**src/rtl/regfile_init_wb_if.sv**
```systemverilog
// Upstream write-request channel of regfile_init_wb.
//   in_valid : request valid                (master -> slave)
//   in_addr  : register address             (master -> slave)
//   in_data  : register data                (master -> slave)
//   in_ready : request accepted this cycle  (slave  -> master)
interface regfile_init_wb_if #(
   parameter int unsigned DATA_WIDTH = 4,
   parameter int unsigned REG_WIDTH  = 5
) ();
   logic                  in_valid;
   logic                  in_ready;
   logic [REG_WIDTH-1:0]  in_addr;
   logic [DATA_WIDTH-1:0] in_data;

   modport master (output in_valid, output in_addr, output in_data, input in_ready);
   modport slave  (input in_valid, input in_addr, input in_data, output in_ready);
endinterface

```
**src/rtl/regfile_init_wb.sv**
```systemverilog
// Register-file write-port front end with an initialisation sweep.
// After reset, or on clear_req while running, every entry is written with
// INIT_VALUE in ascending address order. Otherwise upstream writes pass
// through with one cycle of latency.
//   clk, rst  : clock, synchronous active-high reset
//   up        : upstream write request channel (slave side)
//   clear_req : request a new sweep (ignored while one is in progress)
//   wr_addr, wr_data, wen : registered register-file write port
//   stall, busy           : high while sweeping (combinational)
//   init_done             : registered pulse alongside the final sweep write
module regfile_init_wb #(
   parameter int unsigned DATA_WIDTH = 4,
   parameter int unsigned REG_WIDTH  = 5,
   parameter int unsigned INIT_VALUE = 0
) (
   input  logic                  clk,
   input  logic                  rst,
   regfile_init_wb_if.slave      up,
   input  logic                  clear_req,
   output logic [REG_WIDTH-1:0]  wr_addr,
   output logic [DATA_WIDTH-1:0] wr_data,
   output logic                  wen,
   output logic                  stall,
   output logic                  busy,
   output logic                  init_done
);

   localparam logic [DATA_WIDTH-1:0] INIT_DATA = DATA_WIDTH'(INIT_VALUE);
   localparam logic [REG_WIDTH-1:0]  LAST_ADDR = '1;

   typedef enum logic {
      ST_SWEEP = 1'b0,
      ST_RUN   = 1'b1
   } state_t;

   state_t                state_q;
   logic [REG_WIDTH-1:0]  cnt_q;
   logic [REG_WIDTH-1:0]  wr_addr_q;
   logic [DATA_WIDTH-1:0] wr_data_q;
   logic                  wen_q;
   logic                  init_done_q;

   // Combinational status and handshake, a function of state and clear_req only
   assign busy        = (state_q == ST_SWEEP);
   assign stall       = (state_q == ST_SWEEP);
   assign up.in_ready = (state_q == ST_RUN) && !clear_req;

   assign wr_addr   = wr_addr_q;
   assign wr_data   = wr_data_q;
   assign wen       = wen_q;
   assign init_done = init_done_q;

   // FSM, sweep counter and registered write port
   always_ff @(posedge clk) begin
      if (rst) begin
         state_q     <= ST_SWEEP;
         cnt_q       <= '0;
         wr_addr_q   <= '0;
         wr_data_q   <= '0;
         wen_q       <= 1'b0;
         init_done_q <= 1'b0;
      end else begin
         init_done_q <= 1'b0;
         case (state_q)
            ST_SWEEP: begin
               // clear_req and upstream requests are not looked at here
               wen_q       <= 1'b1;
               wr_addr_q   <= cnt_q;
               wr_data_q   <= INIT_DATA;
               cnt_q       <= cnt_q + REG_WIDTH'(1);
               init_done_q <= (cnt_q == LAST_ADDR);
               if (cnt_q == LAST_ADDR) begin
                  state_q <= ST_RUN;
               end
            end
            ST_RUN: begin
               if (clear_req) begin
                  // Clear wins over a simultaneous request
                  wen_q   <= 1'b0;
                  cnt_q   <= '0;
                  state_q <= ST_SWEEP;
               end else if (up.in_valid) begin
                  wen_q     <= 1'b1;
                  wr_addr_q <= up.in_addr;
                  wr_data_q <= up.in_data;
               end else begin
                  wen_q <= 1'b0;
               end
            end
            default: begin
               state_q <= ST_SWEEP;
               cnt_q   <= '0;
               wen_q   <= 1'b0;
            end
         endcase
      end
   end

endmodule

```
**src/flat_wrapper.sv**
```systemverilog
// flat-port wrapper written by rule: the top's interface ports become plain ports
module regfile_init_wb_flat 
#(
   parameter int unsigned DATA_WIDTH = 4,
   parameter int unsigned REG_WIDTH  = 5,
   parameter int unsigned INIT_VALUE = 0
)
  (clk, rst, clear_req, wr_addr, wr_data, wen, stall, busy, init_done, up_in_valid, up_in_addr, up_in_data, up_in_ready);
  regfile_init_wb_if #(.DATA_WIDTH(DATA_WIDTH), .REG_WIDTH(REG_WIDTH)) up_i ();
  input  logic clk;
  input  logic rst;
  input  logic clear_req;
  output logic [REG_WIDTH-1:0] wr_addr;
  output logic [DATA_WIDTH-1:0] wr_data;
  output logic wen;
  output logic stall;
  output logic busy;
  output logic init_done;
  input wire logic [$bits(up_i.in_valid)-1:0] up_in_valid;
  input wire logic [$bits(up_i.in_addr)-1:0] up_in_addr;
  input wire logic [$bits(up_i.in_data)-1:0] up_in_data;
  output wire logic [$bits(up_i.in_ready)-1:0] up_in_ready;
  assign up_i.in_valid = up_in_valid;
  assign up_i.in_addr = up_in_addr;
  assign up_i.in_data = up_in_data;
  assign up_in_ready = up_i.in_ready;
  regfile_init_wb #(.DATA_WIDTH(DATA_WIDTH), .REG_WIDTH(REG_WIDTH), .INIT_VALUE(INIT_VALUE)) u_core (.clk(clk), .rst(rst), .up(up_i), .clear_req(clear_req), .wr_addr(wr_addr), .wr_data(wr_data), .wen(wen), .stall(stall), .busy(busy), .init_done(init_done));
endmodule
```
**config.mk**
```make
export PLATFORM = sky130hd
export DESIGN_NAME = regfile_init_wb_flat
export DESIGN_NICKNAME = d
export VERILOG_FILES = /design/src/rtl/regfile_init_wb_if.sv /design/src/rtl/regfile_init_wb.sv /design/src/flat_wrapper.sv
export SDC_FILE = /design/constraint.sdc
export NUM_CORES = 1
export LEC_CHECK = 0
export ABC_CLOCK_PERIOD_IN_PS = 2400
export CORE_AREA = 4 4 52 50
export CTS_CLUSTER_SIZE = 24
export DETAILED_ROUTE_END_ITERATION = 10
export DIE_AREA = 0 0 56 54
export REMOVE_ABC_BUFFERS = 1
export SYNTH_ARGS = -nofsm -noshare
export SYNTH_HDL_FRONTEND = slang
export SYNTH_SLANG_ARGS = --single-unit
```
**constraint.sdc**
```tcl
create_clock -name clk -period 2.4 [get_ports clk]
set_clock_uncertainty 0.2 [all_clocks]
set_input_delay 0.6 -clock clk [delete_from_list [all_inputs] [get_ports clk]]
set_output_delay 0.6 -clock clk [all_outputs]
set_load 0.01 [all_outputs]
```
==> impl_metrics.ini <==
[clock_network]
cts-hold-fix-buffers = 0
cts-root-buf = clkbuf_4
cts_made_buffers = 3
h-tree-depth = 1
clk_latency_ns = 0.29
cts_max_path_buffers = 2
cts_tree = built
cts_sinks = 17
path_clk_slew_ns = 0.09

[timing]
fin_crit_sh_pct = 97.3
finalHoldViolations = 0
setup-tns-final_ns = 0
setup_viol = 0
maxSlewHeadroom_pct = 77.5
clock.fmax_ghz = 0.428
final.min_clock_period_ns = 2.34
worst_pin_slew_ns = 0.337
rsz0062_at_grt = no
slew_violations = 0

[finish]
drive_above_1_share_pct = 8.85
syn2layout_area_growth_pct = 48.3
fillCellCount = 227
design_area_um2 = 1020
diodes = 0
layout.cells.non_filler = 140
nNetsFinal = 129

[floorplanning]
die-width_um = 56
core_um2 = 2080
initial_core_util_pct = 33.0
ios = 27
rows = 16
die_y_um = 54
die-area_um2 = 3020

[synthesis]
ys_ff_latch = 17
syn-cell-area_um2 = 687
yosysWarnings = 0
yosysUniqueCellTypes = 20
syn_avg_cell_area_um2 = 8.28
synth_seq_area_share_pct = 49.5
syn_inst = 83

[critical_path]
crit_slowest_cell = clkdlybuf4s50_1
crit_family = buffers and inverters
worstPathMaxFanout = 2
path_class = in2out
critPathArrivalTime_ns = 1.54
cp_num_buf_inv = 2
critical_path.cell_chain = clkdlybuf4s50_1, and2b_1, dlygate4sd2_1
cp-end-kind = output pin
cp.depth = 3
ff2ff_path_depth = 5
max_stage_delay_ns = 0.47
startpoint_type = primary input
cp.required_ns = 1.60

[min_path]
hp-class = reg2reg
hold-path-cell-count = 2

[pwr]
finalPower_w = 0.000510
p_clk_share_pct = 30.0
power.net_switching_w = 0.000122
power_frac_comb_pct = 11.8
switching_share_pct = 23.9
internal-power_w = 0.000388
seq_power_share_pct = 58.2
powerDensity_nw_per_um2 = 501
vdd_drop_max_mv = 0.270
p_leak_nw = 0.391

[drt]
wl_per_cell_um = 12.2
viasPerCell = 4.74
drt_wl_total_um = 1710
postRouteAntennaNets = 0
vias = 664
drc_errors = 0
dr.pass1.iters = 4
drtIter0Drc = 12

[grt]
globalRoute.totalOverflow = 0
grt_pass1_wl_um = 2870
grt_max_degree = 12
grt_pass1_vias = 653
grt_usage_pct = 12.3
antenna_found_initial = 0

[outcome]
status = finished clean

[placement]
placed_cells = 136
placed_area_um2 = 992
portBuffers = 26
place_congestion = 0.739
dpl.hpwl_um = 1240

[job]
max_cap_viol_count = 0
-- through the flow --
stage	worst slack (ns)	utilization (%)	hold WS, ns
6_report	0.0639	48.9	0.264
5_1_grt	0.0284	48.9	0.300
4_1_cts	0.0571	48.9	0.268
3_5_place_dp	-0.167	47.7	0.251
3_3_place_gp	-0.148	47.7	0.248
2_1_floorplan	0.736	-	0.257
-- routing by layer --
layer  up-vias  GRT usage (%)  share of wire (%)  routed length [µm]
met5         -              0                  0                   0
met4         0           2.37                  0                   0
met3         0           5.52                9.5                 162
met2        31           20.8                 46                 781
met1       286           14.6                 45                 763
li1        347              -                  -                   -
-- placed cells by master, fill, tap and decap left out --
master            n
clkdlybuf4s50_1  25
nand2_1          22
dfxtp_1          17
a21oi_1           9
nor2_1            8
buf_4             6
a311oi_1          5
clkbuf_4          3
inv_1             2
and3_1            2
o21ai_0           2
ha_1              2
and2b_1           1
nor2b_1           1
nand2b_1          1
a21o_1            1
nand3b_1          1
nand4_1           1
a31oi_1           1
a2bb2oi_1         1
clkinv_2          1
dlygate4sd2_1     1
-- synthesized netlist by cell type, drive strengths merged --
cell type  count  area [µm²]
a2bb2oi        1        8.76
nor2b          1        6.26
and2b          1        7.51
a21oi          9        45.0
nand4          1        6.26
nand2         22        82.6
a31oi          1        6.26
buf            5        30.0
nand2b         1        6.26
inv            2        7.51
and3           2        12.5
clkbuf         1        3.75
ha             2        25.0
a21o           1        7.51
dfxtp         17         340
a311oi         5        43.8
o21ai          2        10.0
nor2           8        30.0
nand3b         1        7.51
-- repair_timing --
action,in CTS,in global routing
endpoints found under the hold margin,0,0
gates resized for setup,1,0
setup buffers,0,0
endpoints found under the setup margin,1,0
-- power by group through the flow --
stage / Clock [W] / Sequential [W] / Combinational, W
final: 0.000153 / 0.000297 / 0.0000602
after global routing: 0.000177 / 0.000298 / 0.0000670
after CTS: 0.000162 / 0.000297 / 0.0000612
after detailed placement: 0 / 0.000303 / 0.0000608
after global placement: 0 / 0.000302 / 0.0000605
after floorplan: 0 / 0.000303 / 0.0000192
-- state kept, by name (all words and copies together) (netlist names) --
register and flops:
u_core.cnt_q 5, u_core.wr_addr 5, u_core.wr_data 4, u_core.init_done 1
u_core.state_q 1, u_core.wen 1
-- final cells by class --
cell class                 instances  area [µm²]  area share [%]
inverter                           2        7.51           0.737
clock buffer                       3        22.5            2.21
sequential                        17         340            33.4
clock inverter                     1        5.00           0.491
multi-input combinational         58         305            30.0
timing repair buffer              32         304            29.9
tap                               27        33.8            3.32
-- worst paths after layout --
| check | from | endpoint | slack (ns) |
|---|---|---|---|
| min reg2reg | u_core.wr_data[1] | u_core.wr_data[1] | 0.26 |
| max | clear_req | up_in_ready | 0.06 |
| min | u_core.wr_data[1] | u_core.wr_data[1] | 0.26 |
| max reg2reg | u_core.cnt_q[0] | u_core.state_q | 0.78 |
-- worst reg2reg max path, delay by kind of cell, from the launching register on --
kind / cells / cell delay, ns
flops: 1 / 0.37
simple gates: 2 / 0.38
fa+ha+maj: 2 / 0.41
compound gates: 1 / 0.16
-- cells by family (layout without fill, tap and decap cells) --
| group | after synthesis | in the layout | share of synthesized area [%] |
|---|---|---|---|
| and+or+nand+nor | 37 | 37 | 23.1 |
| DFF | 17 | 17 | 49.5 |
| adders and majority gates | 2 | 2 | 3.64 |
| AOI/OAI and AO/OA | 19 | 19 | 17.7 |
| buffers and inverters | 8 | 38 | 6.01 |
(Power assumes the default switching activity.)
